[config.mk]
export PLATFORM = sky130hd
export DESIGN_NAME = pipelined_control_unit
export DESIGN_NICKNAME = d
export VERILOG_FILES = /design/src/rtl/pipelined_control_unit.sv
export SDC_FILE = /design/constraint.sdc
export NUM_CORES = 1
export LEC_CHECK = 0
export ABC_AREA = 1
export CORE_UTILIZATION = 42
export CTS_BUF_LIST = sky130_fd_sc_hd__clkbuf_4 sky130_fd_sc_hd__clkbuf_8
export CTS_CLUSTER_DIAMETER = 60
export CTS_CLUSTER_SIZE = 40
export DETAILED_ROUTE_END_ITERATION = 10
export PLACE_DENSITY = 0.81
export SYNTH_ARGS = -nofsm -noshare
export SYNTH_HDL_FRONTEND = slang
export SYNTH_SLANG_ARGS = --single-unit
[constraint.sdc]
create_clock -name clk -period 2.2 [get_ports clk]
set_input_delay 0.66 -clock clk [delete_from_list [all_inputs] [get_ports clk]]
set_output_delay 0.66 -clock clk [all_outputs]
set_load 0.01 [all_outputs]
[src/rtl/pipelined_control_unit.sv]
// ID-stage decoder with an owned ID/EX control register, load-use bubble insertion,
// branch flush, illegal-opcode reporting and a multi-cycle MULT hold FSM.
module pipelined_control_unit #(
  parameter int ALU_CTRL_W = 4,
  parameter int REG_ADDR_W = 5,
  parameter int MUL_CYCLES = 4,
  parameter int ENABLE_MUL = 1
) (
  input  logic                  clk,
  input  logic                  reset,
  input  logic [31:0]           instruction,
  input  logic                  instr_valid,
  input  logic                  flush,
  output logic                  stall,
  output logic                  ex_valid,
  output logic                  ex_MemtoReg,
  output logic                  ex_RegWrite,
  output logic                  ex_MemWrite,
  output logic                  ex_MemRead,
  output logic                  ex_ALUSrc,
  output logic                  ex_RegDst,
  output logic                  ex_Jump,
  output logic                  ex_ShiftSrc,
  output logic [1:0]            ex_Branch,
  output logic [ALU_CTRL_W-1:0] ex_ALUControl,
  output logic [REG_ADDR_W-1:0] ex_rs,
  output logic [REG_ADDR_W-1:0] ex_rt,
  output logic [REG_ADDR_W-1:0] ex_rd,
  output logic [4:0]            ex_shamt,
  output logic [15:0]           ex_imm,
  output logic                  ex_hold,
  output logic                  illegal_instr
);

  localparam int CNT_W = (MUL_CYCLES > 1) ? $clog2(MUL_CYCLES) : 1;
  localparam bit MUL_MULTI = (MUL_CYCLES > 1);
  localparam logic [CNT_W-1:0] MUL_LOAD = CNT_W'(MUL_CYCLES - 1);

  localparam logic [0:0] S_IDLE     = 1'b0;
  localparam logic [0:0] S_MUL_WAIT = 1'b1;

  localparam logic [ALU_CTRL_W-1:0] ALU_AND = ALU_CTRL_W'(4'h0);
  localparam logic [ALU_CTRL_W-1:0] ALU_OR  = ALU_CTRL_W'(4'h1);
  localparam logic [ALU_CTRL_W-1:0] ALU_ADD = ALU_CTRL_W'(4'h2);
  localparam logic [ALU_CTRL_W-1:0] ALU_SRA = ALU_CTRL_W'(4'h3);
  localparam logic [ALU_CTRL_W-1:0] ALU_SLL = ALU_CTRL_W'(4'h4);
  localparam logic [ALU_CTRL_W-1:0] ALU_SRL = ALU_CTRL_W'(4'h5);
  localparam logic [ALU_CTRL_W-1:0] ALU_SUB = ALU_CTRL_W'(4'h6);
  localparam logic [ALU_CTRL_W-1:0] ALU_SLT = ALU_CTRL_W'(4'h7);
  localparam logic [ALU_CTRL_W-1:0] ALU_MUL = ALU_CTRL_W'(4'h8);
  localparam logic [ALU_CTRL_W-1:0] ALU_NOR = ALU_CTRL_W'(4'hC);
  localparam logic [ALU_CTRL_W-1:0] ALU_XOR = ALU_CTRL_W'(4'hD);
  localparam logic [ALU_CTRL_W-1:0] ALU_BUB = {ALU_CTRL_W{1'b1}};

  logic [5:0]            opcode, funct;
  logic [REG_ADDR_W-1:0] rs_f, rt_f, rd_f;
  logic                  d_legal, d_mult, d_memtoreg, d_regwrite, d_memwrite, d_memread;
  logic                  d_alusrc, d_regdst, d_shiftsrc, use_rs, use_rt;
  logic [1:0]            d_branch;
  logic [ALU_CTRL_W-1:0] d_alu;
  logic [0:0]            state;
  logic [CNT_W-1:0]      cnt;
  logic                  in_wait, load_use, take, kill;

  assign opcode = instruction[31:26];
  assign funct  = instruction[5:0];
  assign rs_f   = REG_ADDR_W'(instruction[25:21]);
  assign rt_f   = REG_ADDR_W'(instruction[20:16]);
  assign rd_f   = REG_ADDR_W'(instruction[15:11]);

  always_comb begin
    d_legal = 1'b0; d_mult = 1'b0; d_memtoreg = 1'b0; d_regwrite = 1'b0;
    d_memwrite = 1'b0; d_memread = 1'b0; d_alusrc = 1'b0; d_regdst = 1'b0;
    d_shiftsrc = 1'b0; d_branch = 2'b00; d_alu = ALU_BUB; use_rs = 1'b0; use_rt = 1'b0;
    case (opcode)
      6'h00: begin
        d_legal = 1'b1; d_regwrite = 1'b1; use_rs = 1'b1; use_rt = 1'b1;
        case (funct)
          6'h00: begin d_alu = ALU_SLL; d_shiftsrc = 1'b1; use_rs = 1'b0; end
          6'h02: begin d_alu = ALU_SRL; d_shiftsrc = 1'b1; use_rs = 1'b0; end
          6'h03: begin d_alu = ALU_SRA; d_shiftsrc = 1'b1; use_rs = 1'b0; end
          6'h04: d_alu = ALU_SLL;
          6'h06: d_alu = ALU_SRL;
          6'h07: d_alu = ALU_SRA;
          6'h18: begin
            d_alu = ALU_MUL; d_regwrite = 1'b0; d_mult = 1'b1;
            d_legal = (ENABLE_MUL != 0);
          end
          6'h20, 6'h21: d_alu = ALU_ADD;
          6'h22, 6'h23: d_alu = ALU_SUB;
          6'h24: d_alu = ALU_AND;
          6'h25: d_alu = ALU_OR;
          6'h26: d_alu = ALU_XOR;
          6'h27: d_alu = ALU_NOR;
          6'h2A: d_alu = ALU_SLT;
          default: begin d_legal = 1'b0; d_regwrite = 1'b0; end
        endcase
      end
      6'h23: begin
        d_legal = 1'b1; d_regwrite = 1'b1; d_alusrc = 1'b1; d_regdst = 1'b1;
        d_memread = 1'b1; d_memtoreg = 1'b1; d_alu = ALU_ADD; use_rs = 1'b1;
      end
      6'h2B: begin
        d_legal = 1'b1; d_memwrite = 1'b1; d_alusrc = 1'b1; d_alu = ALU_ADD;
        use_rs = 1'b1; use_rt = 1'b1;
      end
      6'h04, 6'h05: begin
        d_legal = 1'b1; d_alu = ALU_SUB; use_rs = 1'b1; use_rt = 1'b1;
        d_branch = opcode[0] ? 2'b10 : 2'b01;
      end
      6'h08, 6'h09, 6'h0C, 6'h0D, 6'h0E: begin
        d_legal = 1'b1; d_regwrite = 1'b1; d_alusrc = 1'b1; d_regdst = 1'b1; use_rs = 1'b1;
        d_alu = (opcode == 6'h0C) ? ALU_AND :
                (opcode == 6'h0D) ? ALU_OR  :
                (opcode == 6'h0E) ? ALU_XOR : ALU_ADD;
      end
      default: ;
    endcase
  end

  // Only a load that really writes a non-zero register can create a load-use hazard.
  assign in_wait  = (state == S_MUL_WAIT);
  assign load_use = ~in_wait & ex_valid & ex_MemRead & ex_RegWrite & (ex_rt != '0) &
                    instr_valid & d_legal &
                    ((use_rs & (ex_rt == rs_f)) | (use_rt & (ex_rt == rt_f)));
  assign stall    = ~reset & ~flush & (in_wait | load_use);
  assign take     = ~flush & ~in_wait & ~load_use & instr_valid & d_legal;
  assign kill     = flush | (~in_wait & ~take);
  assign ex_hold  = in_wait;

  always_ff @(posedge clk) begin
    if (reset || kill) begin
      ex_valid <= 1'b0; ex_MemtoReg <= 1'b0; ex_RegWrite <= 1'b0; ex_MemWrite <= 1'b0;
      ex_MemRead <= 1'b0; ex_ALUSrc <= 1'b0; ex_RegDst <= 1'b0; ex_Jump <= 1'b0;
      ex_ShiftSrc <= 1'b0; ex_Branch <= 2'b00; ex_ALUControl <= ALU_BUB;
      ex_rs <= '0; ex_rt <= '0; ex_rd <= '0; ex_shamt <= '0; ex_imm <= '0;
    end else if (take) begin
      ex_valid <= 1'b1; ex_MemtoReg <= d_memtoreg; ex_RegWrite <= d_regwrite;
      ex_MemWrite <= d_memwrite; ex_MemRead <= d_memread; ex_ALUSrc <= d_alusrc;
      ex_RegDst <= d_regdst; ex_Jump <= 1'b0; ex_ShiftSrc <= d_shiftsrc;
      ex_Branch <= d_branch; ex_ALUControl <= d_alu;
      ex_rs <= rs_f; ex_rt <= rt_f; ex_rd <= rd_f;
      ex_shamt <= instruction[10:6]; ex_imm <= instruction[15:0];
    end
  end

  // Counter holds the number of hold cycles still to go; MULT stays in EX throughout.
  always_ff @(posedge clk) begin
    if (reset) begin
      state         <= S_IDLE;
      cnt           <= '0;
      illegal_instr <= 1'b0;
    end else begin
      illegal_instr <= ~flush & ~in_wait & ~load_use & instr_valid & ~d_legal;
      if (flush) begin
        state <= S_IDLE;
        cnt   <= '0;
      end else if (in_wait) begin
        cnt <= cnt - CNT_W'(1);
        if (cnt == CNT_W'(1)) state <= S_IDLE;
      end else if (take && d_mult && MUL_MULTI) begin
        state <= S_MUL_WAIT;
        cnt   <= MUL_LOAD;
      end
    end
  end

endmodule

### Yosys cells after proc, flatten, opt, wreduce, memory -nomap -nowiden

Index checks and enable logic that the tools add are counted.
Widths: inputs -> output; s select.

| word-level totals | value |
|---|---|
| bits in latches | 0 |
| RAM bits | 0 |
| bits in read-only memories | 0 |
| input bits | 36 |
| register bits | 53 |
| word-level logic and storage cells | 120 |
| memories | 0 |

| cells by class | value |
|---|---|
| div/mod/pow operators | 0 |
| mux-type cells | 27 |
| shift operators | 0 |
| multipliers | 0 |
| reduce and logical (&&, ||, !) cells | 22 |
| bitwise operators | 26 |
| equality and inequality tests | 27 |
| order comparisons | 0 |
| add/subtract/negate cells | 1 |

Operators with widths:

| kind | number |
|---|---|
| $eq 6x6->1 const B | 11 |
| $pmux 4 s11 | 1 |
| $eq 6x3->1 const B | 5 |
| $eq 6x4->1 const B | 5 |
| $and 1x1->1 | 17 |
| $pmux 4 s4 | 1 |
| $reduce_or 16->1 | 1 |
| $reduce_or 2->1 | 8 |
| $mux 1 | 15 |
| $reduce_or 15->1 | 1 |
| $eq 6x2->1 const B | 2 |
| $logic_not 6->1 | 2 |
| $mux 4 | 3 |
| $eq 5x5->1 | 2 |
| $reduce_or 9->1 | 1 |
| $mux 2 | 4 |
| $reduce_or 7->1 | 1 |
| $eq 6x5->1 const B | 1 |
| $not 1->1 | 6 |
| $pmux 1 s2 | 3 |
| $reduce_or 6->1 | 1 |
| $reduce_bool 5->1 | 1 |
| $reduce_or 5->1 | 1 |
| $reduce_or 4->1 | 1 |
| 7 further kinds | 9 |

### Depth between registers and ports, before layout

| logic depth | value |
|---|---|
| word-level depth | 16 |
| depth in mapped cells | 16 |
| depth with buffers taken out | 15 |

### Worst setup path before layout

OpenSTA, ideal clock, no wires.

| timing path | value |
|---|---|
| kind | input port to output port |
| from | input instruction[1] |
| to | output stall |
| stages on the path | 11 |
| path buffers | 1 |
| arrival | 1.727 ns |
| path slack | -0.187 ns |
| cell sequence | buf_4 -> inv_1 -> nor2_1 -> nand3_1 -> nand2_1 -> nor2_2 -> nand2_1 -> nand2_1 -> nand2_2 -> nand3_2 -> a21oi_1 |

| between the ends | value |
|---|---|
| cells in the longest elaborated chain, start to end | 9 |
| elaborated cells between the ends (all ways) | 28 |
| those cells by class | 15 x eq/ne; 4 x mux; 6 x bitwise; 3 x reduce/logical |

RTL lines:

| element | line | text |
|---|---|---|
| from (decl) | 11 | `input logic [31:0] instruction,` |
| $eq 6x2->1 or $logic_not 6->1 (tied branches) | 78 | `case (funct)` |
| $reduce_or 3->1 (no source line) | n/a |  |
| $mux 1 | 78 |  |
| $pmux 1 s2 | 75 | `case (opcode)` |
| $and 1x1->1 | 125 | `((use_rs & (ex_rt == rs_f)) \| (use_rt & (ex_rt == rt_f)));` |
| $or 1x1->1 | 125 |  |
| $and 1x1->1 * | 124 | `instr_valid & d_legal &` |
| $or 1x1->1 * | 126 | `assign stall = ~reset & ~flush & (in_wait \| load_use);` |
| $and 1x1->1 * | 126 |  |
| to (decl) | 14 | `output logic stall,` |

Mark *: on every way between the ends. The rest lies on a longest branch, timed or not.

### Final worst setup path

| timing path | value |
|---|---|
| from | input instruction[16] |
| to | output stall |

| between the ends | value |
|---|---|
| cells in the longest elaborated chain, start to end | 6 |

RTL lines:

| element | line |
|---|---|
| $eq 5x5->1 | 125 |
| $and 1x1->1 | 125 |
| $or 1x1->1 | 125 |
| $and 1x1->1 | 124 |
| $or 1x1->1 | 126 |
| $and 1x1->1 | 126 |

No other way between the ends.

==> impl_metrics.env <==
export IMPL_status="finished, violations left"
export IMPL_violations="negative setup slack"
export IMPL_synthesis_area_sq_um=2457
export IMPL_crit_chain="dlygate4sd2_1 -> inv_1 -> nand2_1 -> nand4_1 -> nor2_1 -> nand3_2 -> nand2_2 -> nand3_2 -> a21oi_2 -> buf_2"
export IMPL_dr_pass1_iters=5
export IMPL_slowest_delay_ns=0.28
export IMPL_synth_area_leaders="dfxtp_1, nand2_1, a21oi_1"
export IMPL_required_ns=1.54
export IMPL_holdBufCountCts=0
export IMPL_finalClockSkew_ns=0.002848
export IMPL_max_clock_freq_mhz=380.6
export IMPL_dp_hpwl_mm=5.348
export IMPL_grt_max_degree=14
export IMPL_rsz0062_at_grt="yes"
export IMPL_areaGrowthSynthToFinish_pct=91.80
export IMPL_drc=0
export IMPL_fin_area_sq_um=4713
export IMPL_clkLatencyLatePin_ns=0.30
export IMPL_fillCellCount=294
export IMPL_chipHeight_um=78.49
export IMPL_via_per_inst=5.514
export IMPL_grt_use_total_pct=27.97
export IMPL_ios=90
export IMPL_portBuffers=88
export IMPL_num_vias=3270
export IMPL_slew_viol_final=0
export IMPL_drv_cap=0
export IMPL_dieArea_sq_um=6161
export IMPL_nNetsFinal=557
export IMPL_drive_above_1_share_pct=47.98
export IMPL_synthFlopType="dfxtp_1"
export IMPL_wl_per_cell_um=18.52
export IMPL_num_antenna_cells=0
export IMPL_place_congestion=0.9293
export IMPL_root_buffer="clkbuf_8"
export IMPL_avgSynthCellArea_sq_um=6.922
export IMPL_place_area_sq_um=3667
export IMPL_finish_utilization_pct=84.56
export IMPL_postSynthCellCount=355
export IMPL_fin_crit_sh_pct=119.4
export IMPL_startpoint_type="input pin"
export IMPL_critical_path_most_common_cell="nand3_2"
export IMPL_ys_seq_elements=43
export IMPL_finalHoldViolCount=0
export IMPL_tightest_slew_ns=0.5446
export IMPL_finalSetupViolCount=43
export IMPL_row_count=27
export IMPL_irDropWorstVdd_v=0.0003749
export IMPL_cts_buffers=5
export IMPL_critPathCaptureType="primary output"
export IMPL_antenna_found_initial=0
export IMPL_critical_path_max_fanout=3
export IMPL_htreeDepth=2
export IMPL_overflow=0
export IMPL_fin_ws_ns=-0.4275
export IMPL_crit_family="simple AND/OR/NAND/NOR gates"
export IMPL_fin_crit_ns=2.628
export IMPL_synth_top_area_share_pct=35.03
export IMPL_clkSinkCount=43
export IMPL_synth_edf_count=0
export IMPL_hp_class="reg2reg"
export IMPL_power_leakage_nw=1.901
export IMPL_drt_iter0_drc=332
export IMPL_ys_warnings_count=0
export IMPL_grt_first_pass_wirelength_mm=13.43
export IMPL_clkTransAtPathRegs_ns=0.08
export IMPL_maxSlewHeadroom_pct=63.31
export IMPL_clockBufferDepth=2
export IMPL_async_flop_share_pct=0
export IMPL_ys_seq_area_share_pct=35.03
export IMPL_core_area_sq_um=5574
export IMPL_tritoncts="built"
export IMPL_power_density_nw_per_um2=366.0
export IMPL_die_w_um=78.49
export IMPL_cp_num_buf_inv=3
export IMPL_total_power_w=0.001725
export IMPL_syn_nets=392
export IMPL_slowest_stage="dlygate4sd2_1"
export IMPL_crit_arrival_ns=1.97
export IMPL_wirelength_mm=10.98
export IMPL_ys_types=30
export IMPL_start_util_pct=44.09
export IMPL_whs_ns=0.4596
export IMPL_grt_pass1_vias=2887
export IMPL_ant_nets=0
export IMPL_worst_setup_path_type="in2out"
export IMPL_yosysTopAreaCell="dfxtp_1"
## where the power goes
part	leakage (nW)	total (W)	switching, W	internal (W)
registers	0.346	0.000779	0.000000341	0.000778
logic	1.50	0.000359	0.000188	0.000171
clock network	0.0549	0.000588	0.000288	0.000300
total	1.90	0.00172	0.000476	0.00125
## Yosys cell counts, types with 6 or more instances
library cell / instances
o21ai_0: 10
nand3_1: 14
nand2_2: 12
nand2_1: 98
a21oi_1: 31
nor2_2: 6
inv_1: 34
buf_6: 6
nand4_1: 7
nor2_1: 33
a21oi_2: 10
buf_4: 15
dfxtp_1: 43
## cell type report
type,instances,area [sq um],area share [%]
Inverter,36,147.6,3.132
Timing Repair Buffer,182,1784,37.86
Sequential cell,43,860.8,18.26
Multi-Input combinational cell,252,1727,36.63
Tap cell,72,90.09,1.911
Clock buffer,8,103.9,2.203
## placed cells by master (no fill, tap or decap), types with 2 or more instances in the layout
| cell type | instances |
|---|---|
| buf_4 | 70 |
| nor2_2 | 4 |
| buf_6 | 23 |
| a31oi_1 | 3 |
| nand3_4 | 4 |
| a21oi_4 | 2 |
| o21ai_0 | 5 |
| buf_8 | 3 |
| clkdlybuf4s50_1 | 65 |
| nor2_1 | 17 |
| inv_4 | 3 |
| a21oi_1 | 12 |
| a21oi_2 | 27 |
| buf_12 | 4 |
| nand2_4 | 5 |
| inv_1 | 25 |
| nand2_1 | 66 |
| clkbuf_8 | 7 |
| inv_2 | 7 |
| nor2_4 | 20 |
| o211ai_1 | 3 |
| nor3_1 | 3 |
| dlygate4sd2_1 | 7 |
| nand3_2 | 11 |
| o21ai_2 | 3 |
| nand3_1 | 4 |
| dfxtp_1 | 43 |
| buf_16 | 2 |
| xor2_1 | 4 |
| nand2_2 | 39 |
| clkbuf_16 | 3 |
| o21ai_1 | 2 |
| nor3_4 | 2 |
| clkbuf_2 | 2 |
| nand4_1 | 7 |
| clkbuf_4 | 2 |
## worst reg2reg max path, stage by stage, from the launching register on
cell and delay, ns:
dfxtp_1 0.41, inv_1 0.09, nand2_1 0.08, nand4_1 0.11, nor2_1 0.19, nand3_2 0.12
nand2_2 0.10, nand3_2 0.10, buf_4 0.15, buf_6 0.12, nand4_4 0.09, buf_6 0.13
buf_4 0.12, buf_8 0.13, nand2_2 0.07, a21oi_2 0.14
## through the flow
stage               setup TNS [ns]  setup slack, ns  cells
finish                      -5.906          -0.4275    593
global placement            -32.17           -1.161    544
floorplan                 -0.09206         -0.09206    355
CTS                        -0.7470          -0.3328    574
global route                -9.619          -0.5164    593
detailed placement          -35.40           -1.221    544
## per-layer routing
layer,part of all wire (%),up-vias,global-route usage [%]
met5,0,-,0
met4,4.0,0,13.52
met3,8.2,59,5.698
met2,52,217,50.44
met1,36,1533,31.10
li1,-,1461,-
## path summary, 6_finish.rpt
path	from	to	slack, ns	cells past startpoint
worst max-delay path	instruction[16]	stall	-0.43	10
worst min-delay path	ex_rs[2]$_SDFFE_PP0P_	ex_rs[2]$_SDFFE_PP0P_	0.46	2
worst max register to register	ex_rt[1]$_SDFFE_PP0P_	ex_rt[4]$_SDFFE_PP0P_	-0.01	15
worst min register to register	ex_rs[2]$_SDFFE_PP0P_	ex_rs[2]$_SDFFE_PP0P_	0.46	2
## registers in the layout, summed over array words and instances, names as in the netlist
register,flops
ex_shamt,4
ex_MemWrite,1
ex_ALUSrc,1
ex_hold,1
ex_valid,1
ex_RegWrite,1
ex_ALUControl,4
ex_ShiftSrc,1
ex_imm,7
ex_rs,5
ex_rd,5
ex_rt,5
illegal_instr,1
cnt,2
ex_MemRead,1
ex_Branch,2
ex_RegDst,1
## timing repair
item,in CTS,in global routing
pin swaps,28,49
setup buffers,19,20
setup endpoints to repair,44,43
cloned,4,4
resized for setup,115,137
## kinds of logic after synthesis
kind of cell / share of synthesized area [%]
DFF: 35.03
and+or+nand+nor: 35.13
other: 0.1526
adders and majority gates: 0.5091
xor gates and xnor gates: 1.782
AOI/OAI and AO/OA: 13.95
buffers and inverters: 13.44
No activity file was read; power rests on OpenSTA's default activity.
